===== config.mk =====
export PLATFORM = sky130hd
export DESIGN_NAME = sram_port_arbiter
export DESIGN_NICKNAME = d
export VERILOG_FILES = /design/src/rtl/mem_pkg.sv /design/src/rtl/sram_rr_arb2.sv /design/src/rtl/sram_port_arbiter.sv
export SDC_FILE = /design/constraint.sdc
export NUM_CORES = 1
export LEC_CHECK = 0
export ABC_AREA = 0
export BUFFER_PORTS_ARGS = -buffer_cell sky130_fd_sc_hd__buf_2
export CAP_MARGIN = 25
export CORE_MARGIN = 4
export CORE_UTILIZATION = 46
export DETAILED_ROUTE_END_ITERATION = 12
export PLACE_DENSITY_LB_ADDON = 0.12
export SYNTH_ARGS = -nofsm -noshare
export SYNTH_HDL_FRONTEND = slang
export SYNTH_HIERARCHICAL = 1
export SYNTH_SLANG_ARGS = --single-unit

===== constraint.sdc =====
create_clock -name clk -period 9.25 [get_ports clk]
set_input_delay 0 -clock clk [delete_from_list [all_inputs] [get_ports clk]]
set_output_delay 0 -clock clk [all_outputs]
set_load 0.02 [all_outputs]

===== src/rtl/mem_pkg.sv =====
// Shared types for the SRAM port arbiter.
//   MEM_ADDR_W / MEM_DATA_W : default word-address and data widths
//   req_id_e                : requester identity (m0 = CPU data, m1 = loader/DMA)
//   mem_req_t               : one memory command {byte enables, address, write data}
//   tag_t                   : response tag carried alongside a command
package mem_pkg;

  localparam int MEM_ADDR_W = 14;
  localparam int MEM_DATA_W = 32;
  localparam int MEM_BE_W   = MEM_DATA_W / 8;

  typedef enum logic {
    REQ_M0 = 1'b0,
    REQ_M1 = 1'b1
  } req_id_e;

  typedef struct packed {
    logic [MEM_BE_W-1:0]   we;
    logic [MEM_ADDR_W-1:0] addr;
    logic [MEM_DATA_W-1:0] wdata;
  } mem_req_t;

  typedef struct packed {
    req_id_e id;
    logic    is_read;
  } tag_t;

  function automatic req_id_e other_req(input req_id_e id);
    return (id == REQ_M0) ? REQ_M1 : REQ_M0;
  endfunction

endpackage


===== src/rtl/sram_rr_arb2.sv =====
// Two-way round-robin arbiter with a bounded burst lock.
//   clk, rst : clock, asynchronous active-high reset
//   req[1:0] : request valid per requester (bit index = req_id_e)
//   lock[1:0]: requester wants to keep the grant across back-to-back requests
//   gnt[1:0] : one-hot (or zero) combinational grant
// Holds the round-robin pointer, last-cycle grantee (owner) and lock counter.
module sram_rr_arb2
  import mem_pkg::*;
#(
  parameter int LOCK_MAX = 8
) (
  input  logic       clk,
  input  logic       rst,
  input  logic [1:0] req,
  input  logic [1:0] lock,
  output logic [1:0] gnt
);

  localparam int CNT_W = $clog2(LOCK_MAX + 1);

  req_id_e          ptr;
  req_id_e          owner;
  logic             owner_vld;
  logic [CNT_W-1:0] lock_cnt;

  logic    lock_win;
  req_id_e win;

  // Lock override first, then a lone requester, then the pointer side.
  // A lone requester is granted even when its lock budget is spent.
  always_comb begin
    gnt      = '0;
    win      = ptr;
    lock_win = owner_vld && req[owner] && lock[owner] &&
               (lock_cnt < CNT_W'(LOCK_MAX));
    if (lock_win)               win = owner;
    else if (req[0] && !req[1]) win = REQ_M0;
    else if (req[1] && !req[0]) win = REQ_M1;
    if (|req) gnt[win] = 1'b1;
  end

  // lock_cnt counts consecutive locked grants to the same requester,
  // including the first one, so a locked burst is LOCK_MAX grants long.
  // Because the pointer always flips to the other side after a grant,
  // an exhausted lock hands over to the waiting requester automatically.
  always_ff @(posedge clk or posedge rst) begin
    if (rst) begin
      ptr       <= REQ_M0;
      owner     <= REQ_M0;
      owner_vld <= 1'b0;
      lock_cnt  <= '0;
    end else begin
      owner_vld <= |req;
      if (|req) begin
        owner <= win;
        ptr   <= other_req(win);
        if (!lock[win])
          lock_cnt <= '0;
        else if (owner_vld && owner == win)
          lock_cnt <= (lock_cnt == CNT_W'(LOCK_MAX)) ? lock_cnt
                                                     : lock_cnt + CNT_W'(1);
        else
          lock_cnt <= CNT_W'(1);
      end else begin
        lock_cnt <= '0;
      end
    end
  end

endmodule


===== src/rtl/sram_port_arbiter.sv =====
// Shares one SRAM port between m0 (CPU data) and m1 (boot loader / DMA).
//   clk, rst               : clock, asynchronous active-high reset
//   mX_req/we/addr/wdata   : command from requester X (we == 0 means read)
//   mX_lock                : request to hold the grant across a burst
//   mX_gnt                 : combinational accept
//   mX_rvalid / mX_rdata   : read response, two cycles after the grant
//   sram_cs/oe/web/addr/di : registered SRAM command pins (web active-low)
//   sram_do                : SRAM read data, valid the cycle after the command
// Pipeline: N = arbitrate, N+1 = command on pins, N+2 = read data returned.
module sram_port_arbiter
  import mem_pkg::*;
#(
  // mem_req_t is sized from the package, so width changes belong there.
  parameter int ADDR_W   = MEM_ADDR_W,
  parameter int DATA_W   = MEM_DATA_W,
  parameter int LOCK_MAX = 8
) (
  input  logic                clk,
  input  logic                rst,
  input  logic                m0_req,
  input  logic [DATA_W/8-1:0] m0_we,
  input  logic [ADDR_W-1:0]   m0_addr,
  input  logic [DATA_W-1:0]   m0_wdata,
  input  logic                m0_lock,
  output logic                m0_gnt,
  output logic                m0_rvalid,
  output logic [DATA_W-1:0]   m0_rdata,
  input  logic                m1_req,
  input  logic [DATA_W/8-1:0] m1_we,
  input  logic [ADDR_W-1:0]   m1_addr,
  input  logic [DATA_W-1:0]   m1_wdata,
  input  logic                m1_lock,
  output logic                m1_gnt,
  output logic                m1_rvalid,
  output logic [DATA_W-1:0]   m1_rdata,
  output logic                sram_cs,
  output logic                sram_oe,
  output logic [DATA_W/8-1:0] sram_web,
  output logic [ADDR_W-1:0]   sram_addr,
  output logic [DATA_W-1:0]   sram_di,
  input  logic [DATA_W-1:0]   sram_do
);

  localparam int RD_LAT = 2;

  logic [1:0] gnt;

  sram_rr_arb2 #(.LOCK_MAX(LOCK_MAX)) u_arb (
    .clk  (clk),
    .rst  (rst),
    .req  ({m1_req, m0_req}),
    .lock ({m1_lock, m0_lock}),
    .gnt  (gnt)
  );

  assign m0_gnt = gnt[0];
  assign m1_gnt = gnt[1];

  // Winning command mux.
  mem_req_t sel;
  req_id_e  sel_id;
  tag_t     cur_tag;

  always_comb begin
    sel_id = gnt[1] ? REQ_M1 : REQ_M0;
    if (gnt[1]) sel = {m1_we, m1_addr, m1_wdata};
    else        sel = {m0_we, m0_addr, m0_wdata};
    cur_tag.id      = sel_id;
    cur_tag.is_read = (sel.we == '0);
  end

  // Command stage. Address and write data hold when idle.
  always_ff @(posedge clk or posedge rst) begin
    if (rst) begin
      sram_cs   <= 1'b0;
      sram_oe   <= 1'b0;
      sram_web  <= '1;
      sram_addr <= '0;
      sram_di   <= '0;
    end else if (|gnt) begin
      sram_cs   <= 1'b1;
      sram_oe   <= cur_tag.is_read;
      sram_web  <= ~sel.we;
      sram_addr <= sel.addr;
      sram_di   <= sel.wdata;
    end else begin
      sram_cs   <= 1'b0;
      sram_oe   <= 1'b0;
      sram_web  <= '1;
    end
  end

  // Tag pipeline: slot 0 travels with the command, slot RD_LAT-1 lines up
  // with sram_do. Reset empties it so in-flight reads never respond.
  logic [RD_LAT-1:0] vld_pipe;
  tag_t [RD_LAT-1:0] tag_pipe;

  always_ff @(posedge clk or posedge rst) begin
    if (rst) begin
      vld_pipe <= '0;
      tag_pipe <= '0;
    end else begin
      vld_pipe <= {vld_pipe[RD_LAT-2:0], |gnt};
      tag_pipe <= {tag_pipe[RD_LAT-2:0], cur_tag};
    end
  end

  tag_t rsp_tag;
  logic rsp_rd;

  assign rsp_tag   = tag_pipe[RD_LAT-1];
  assign rsp_rd    = vld_pipe[RD_LAT-1] && rsp_tag.is_read;
  assign m0_rvalid = rsp_rd && (rsp_tag.id == REQ_M0);
  assign m1_rvalid = rsp_rd && (rsp_tag.id == REQ_M1);

  // rdata passes sram_do straight through on its rvalid cycle and otherwise
  // shows the last value that requester received.
  logic [DATA_W-1:0] rdata0_q, rdata1_q;

  always_ff @(posedge clk or posedge rst) begin
    if (rst) begin
      rdata0_q <= '0;
      rdata1_q <= '0;
    end else begin
      if (m0_rvalid) rdata0_q <= sram_do;
      if (m1_rvalid) rdata1_q <= sram_do;
    end
  end

  assign m0_rdata = m0_rvalid ? sram_do : rdata0_q;
  assign m1_rdata = m1_rvalid ? sram_do : rdata1_q;

endmodule


* Word level (Yosys, flattened, before mapping) *
Index checks and enable logic that the tools add are counted.
W data, S select, Z words.

storage, ports and cells
  bits in registers = 129
  bits in read-only memories = 0
  memories = 0
  bits of input ports = 138
  bits in writable memories = 0
  latch bits = 0
  output and inout bits = 120

operators by class
  bitwise operators = 2
  mux-type cells = 24
  $lt $le $gt $ge = 4
  eq/ne operators = 3
  shift-type cells = 0
  add/subtract/negate cells = 1
  reduce and logical (&&, ||, !) cells = 15
  multipliers = 0
  divide/modulo/power cells = 0

operator list
  operator               count
  $mux W32               2
  $mux W50               1
  $mux W4                5
  $mux W1                14
  $logic_and A1 B1 Y1    10
  $add A4 B1 Y4 const B  1
  $eq A4 B4 Y1 const B   1
  $logic_not A4 Y1       1
  $lt A1 B2 Y1 const B   2
  $lt A4 B4 Y1 const B   1
  $ne A4 B4 Y1 const B   1
  $not A4 Y4             1
  $reduce_or A2 Y1       2
  $logic_not A1 Y1       2
  $mux W2                1
  $demux W1 S1           1
  $eq A1 B1 Y1           1
  $ge A1 B1 Y1 const B   1
  $not A1 Y1             1

* Logic depth before layout (Yosys ltp) *
  word-level depth = 14
  gate-level depth with buffers = 10
  mapped depth without buffers = 7

* By module *
Netlist, hierarchy kept.

by module, submodules not included
  module             area each (µm²)  instances  seq. area each (µm²)  cells an instance
  sram_port_arbiter  5033.6           1          3032.9                363
  sram_rr_arb2       474.2            1          175.2                 49

* Worst setup path before layout *
No wires, ideal clock.

  path kind = register to register
  start point = register u_arb.owner
  end point = register sram_addr[13]
  data arrival time = 2.036 ns
  library setup time = 0.133 ns
  required time = 9.117 ns
  slack = 7.081 ns
  cell stages (with the launch flop) = 10
  cells stage by stage = dfrtp_1 -> nor4bb_4 -> o32ai_4 -> nand2b_1 -> inv_1 -> buf_2 -> buf_6 -> buf_6 -> mux2i_1 -> o21ai_0

between the ends
  cells in the longest elaborated chain, start to end = 12

ends and longest elaborated chain
  element                                                             line                     RTL
  from (decl)                                                         sram_rr_arb2.sv:22       req_id_e owner;
  from (signal assigned)                                              sram_rr_arb2.sv:55       owner <= win;
  $mux W1 (not written as such) (2 in a row)                          sram_rr_arb2.sv:34       lock_win = owner_vld && req[owner] && lock[owner] &&
  $logic_and A1 B1 Y1 (3 in a row)                                    sram_rr_arb2.sv:34
  $mux W1 (*)                                                         sram_rr_arb2.sv:36       if (lock_win) win = owner;
  $lt A1 B2 Y1 (not written as such) or $ge A1 B1 Y1 (tied branches)  sram_rr_arb2.sv:39       if (|req) gnt[win] = 1'b1;
  $logic_and A1 B1 Y1 (not written as such)                           sram_rr_arb2.sv:39
  $mux W1 (not written as such)                                       sram_rr_arb2.sv:39
  $demux W1 S1 (*)                                                    --
  $mux W2 (*)                                                         sram_rr_arb2.sv:39
  named net m0_gnt                                                    sram_port_arbiter.sv:25  output logic m0_gnt,
  $reduce_or A2 Y1 (*)                                                sram_port_arbiter.sv:80  end else if (|gnt) begin
  to (signal assigned)                                                sram_port_arbiter.sv:84  sram_addr <= sel.addr;
  to (decl)                                                           sram_port_arbiter.sv:39  output logic [ADDR_W-1:0] sram_addr,

Mark *: on every way through the listed nets, which the timed path passes. The rest lies on a longest branch. The select of a mux whose other input is x is not followed.
A chain may end at the register's enable or synchronous reset.

* Worst setup path after layout *
  start point = register u_arb.owner
  end point = register sram_web[0]

between the ends
  cells in the longest elaborated chain, start to end = 14

ends and longest elaborated chain
  element                                                             line                     RTL
  $mux W1 (not written as such) (2 in a row)                          sram_rr_arb2.sv:34
  $logic_and A1 B1 Y1 (3 in a row)                                    sram_rr_arb2.sv:34
  $mux W1 (*)                                                         sram_rr_arb2.sv:36
  $lt A1 B2 Y1 (not written as such) or $ge A1 B1 Y1 (tied branches)  sram_rr_arb2.sv:39
  $logic_and A1 B1 Y1 (not written as such)                           sram_rr_arb2.sv:39
  $mux W1 (not written as such)                                       sram_rr_arb2.sv:39
  $demux W1 S1 (*)                                                    --
  $mux W2 (*)                                                         sram_rr_arb2.sv:39
  $mux W50                                                            sram_port_arbiter.sv:66  if (gnt[1]) sel = {m1_we, m1_addr, m1_wdata};
  $not A4 Y4                                                          sram_port_arbiter.sv:83  sram_web <= ~sel.we;
  $mux W4 (*)                                                         sram_port_arbiter.sv:80
  to (signal assigned)                                                sram_port_arbiter.sv:83
  to (decl)                                                           sram_port_arbiter.sv:38  output logic [DATA_W/8-1:0] sram_web,

Every way passes the cells marked *; elsewhere a longest branch is shown, timed or not. The select of a mux whose other input is x is not followed.

==> flow_metrics.py <==
metrics = {
    "status": {
        "status": "finished clean",
    },
    "power": {
        "p_per_area_nw_per_um2": 264,
        "irDropWorstVdd_mv": 0.140,
        "p_leak_nw": 4.42,
        "total_power_mw": 2.32,
    },
    "cells_and_area": {
        "stdcell_count": 962,
        "drive_gt1_frac": 0.446,
        "final_nets": 947,
        "fin_util": 0.760,
        "area_delta_synth_final_pct": 59.7,
    },
    "placement": {
        "place_inst": 792,
        "place_congestion": 0.769,
        "portBuffers": 257,
        "dpl.hpwl_um": 10300,
    },
    "floorplanning": {
        "rows": 39,
        "die_w_um": 117,
        "initial_core_util": 0.476,
        "core_um2": 11600,
        "dieArea_um2": 13800,
        "die_y_um": 117,
        "pin_count": 258,
    },
    "clock_network": {
        "clockBufferDepth": 2,
        "cts_setup_buffers": 0,
        "h-tree-depth": 4,
        "cts_tree": "yes",
        "cts_resized": 0,
        "cts.clk_slew.worst_paths_ps": 50,
        "clockRootBuffer": "clkbuf_16",
        "hold_buffers": 139,
        "numCtsBuffers": 17,
        "clock_latency_ps": 410,
        "cts.sinks": 128,
    },
    "timing": {
        "post-route-period-util": 0.371,
        "setup_tns_ps": 0,
        "hold_violations": 0,
        "finalHoldWorstSlack_ps": 103,
        "finalSetupViolations": 0,
        "rsz0062_at_grt": "no",
        "tightest_slew_ps": 867,
        "period_minus_slack_ps": 3430,
        "slew_violations": 0,
        "maxSlewHeadroom": 0.422,
        "fmax_mhz": 292,
        "skew_ps": 6.75,
    },
    "detailed_routing": {
        "routed_wl_um": 16900,
        "first_pass_iters": 5,
        "viasPerCell": 5.01,
        "drt_iter0_drc": 289,
        "vias": 4822,
        "ant_nets": 0,
        "route.detailed.drc": 0,
        "wl_per_cell_um": 17.6,
    },
    "synth": {
        "synth_cell_types": 38,
        "synth_area_leader_cell": "dfrtp_1",
        "yosys-top-cells-count": "dfrtp_1, nand2_1, mux2i_1, o21ai_0, mux2_2",
        "ys_top_cells_by_area": "dfrtp_1, mux2i_1, mux2_4",
        "synthArstFlopShare": 1.00,
        "ys_warn_count": 6,
        "avgSynthCellArea_um2": 13.4,
        "syn_nets": 552,
        "ys_ff_latch": 128,
        "synth_seq_area_share": 0.582,
        "synth_top_area_frac": 0.563,
        "syn-cell-area_um2": 5510,
        "synth.most_common_cell": "dfrtp_1",
        "synth_top_flop_cell": "dfrtp_1",
        "synth_edf_count": 0,
        "synthCells": 412,
    },
    "worst_setup_path": {
        "critPathLaunchType": "register",
        "reg2reg_from": "u_arb/owner",
        "r2r_slack_ps": 5820,
        "reg2reg_to": "sram_web[0]",
        "endpoint_kind": "register",
        "startpoint": "u_arb/owner",
        "critPathMaxFanout": 26,
        "cp-endpoint": "sram_web[0]",
        "cp_data_required_time_ps": 9580,
        "reg2regPathDepth": 8,
        "crit_type": "register to register",
        "cp.arrival_ps": 3760,
    },
    "global_routing": {
        "grt_pass1_wl_um": 27600,
        "grt_overflow": 0,
        "grt_pass1_vias": 5467,
        "grt_max_degree": 103,
        "track_usage": 0.252,
        "antenna_found_initial": 1,
    },
    "hold_path": {
        "worstHoldPathType": "input pin to async pin",
    },
    "flow_run": {
        "max_cap_viol_count": 0,
    },
}
[worst min path at each step]
stage,startpoint,endpoint,cells after the start,slack (ps)
after CTS,rst,u_arb/lock_cnt[0],3,90
after global placement,rst,u_arb/owner,2,-20
after floorplan,rst,u_arb/lock_cnt[0],1,-200
after global routing,rst,u_arb/lock_cnt[0],3,130
after detailed placement,rst,u_arb/owner_vld,2,-20
final,rst,u_arb/owner_vld,3,100
[cell families after synthesis]
group / Yosys count / share of synthesized area
AO/OA/AOI/OAI: 61 / 0.0659
XOR/XNOR: 3 / 0.00477
adder cells (fa/ha/maj): 2 / 0.00454
buffers and inverters: 33 / 0.0366
flip-flops: 128 / 0.582
multiplexers: 113 / 0.242
AND/OR/NAND/NOR: 72 / 0.0638
[report_power, final]
part | leakage (nW) | internal, mW | switching (mW)
Clock | 0.276 | 0.413 | 0.222
Sequential | 1.52 | 0.734 | 0.0706
Combinational | 2.62 | 0.398 | 0.479
[metal layers]
| metal | global-route usage | vias to the layer above | share of wire |
|---|---|---|---|
| met3 | 0.0895 | 42 | 0.071 |
| met2 | 0.442 | 214 | 0.52 |
| met1 | 0.271 | 2355 | 0.37 |
| li1 | - | 2211 | - |
| met5 | 0 | - | 0 |
| met4 | 0.119 | 0 | 0.035 |
[cell type report]
type,count,area (um^2)
timing repair buffer,399,2700
sequential,128,3210
antenna,1,2.50
multi-input combinational,251,2100
fill,749,2770
tap,143,179
clock inverter,6,82.6
clock buffer,24,482
inverter,10,40.0
[registers in the layout (all words and copies together), names as in the netlist]
name and count:
rdata1_q 32, sram_oe 1, sram_addr 14, rsp_tag 2, u_arb/ptr 1, rdata0_q 32, u_arb/owner 1, sram_web 4
u_arb/lock_cnt 4, u_arb/owner_vld 1, vld_pipe 2, sram_di 32, tag_pipe 2
[stage by stage]
step           setup slack, ps  cell area [um^2]
2_1_floorplan             6040              5510
3_5_place_dp              6440              6840
5_1_grt                   5610              8790
4_1_cts                   5870              8790
6_report                  5820              8790
3_3_place_gp              6520              6840
[worst max-delay path: stages (launching register included)]
cell and delay (ps):
dfrtp_1 470, nor4bb_4 420, o32ai_4 160, nand2b_1 210, inv_2 520, buf_4 500, nor2b_1 330, a22oi_1 120
dlygate4sd3_1 610
[cell usage in the layout (no fill, tap or decap), drive strengths merged, types with 3 or more instances in the layout]
cell,count
a22oi,4
o21ai,49
mux2,65
buf,260
dlygate4sd3,139
nor2,6
clkinv,3
mux2i,48
nand2,52
clkbuf,24
dfstp,4
dfrtp,124
inv,10
xnor2,3
No activity file was read; power rests on OpenSTA's default activity.
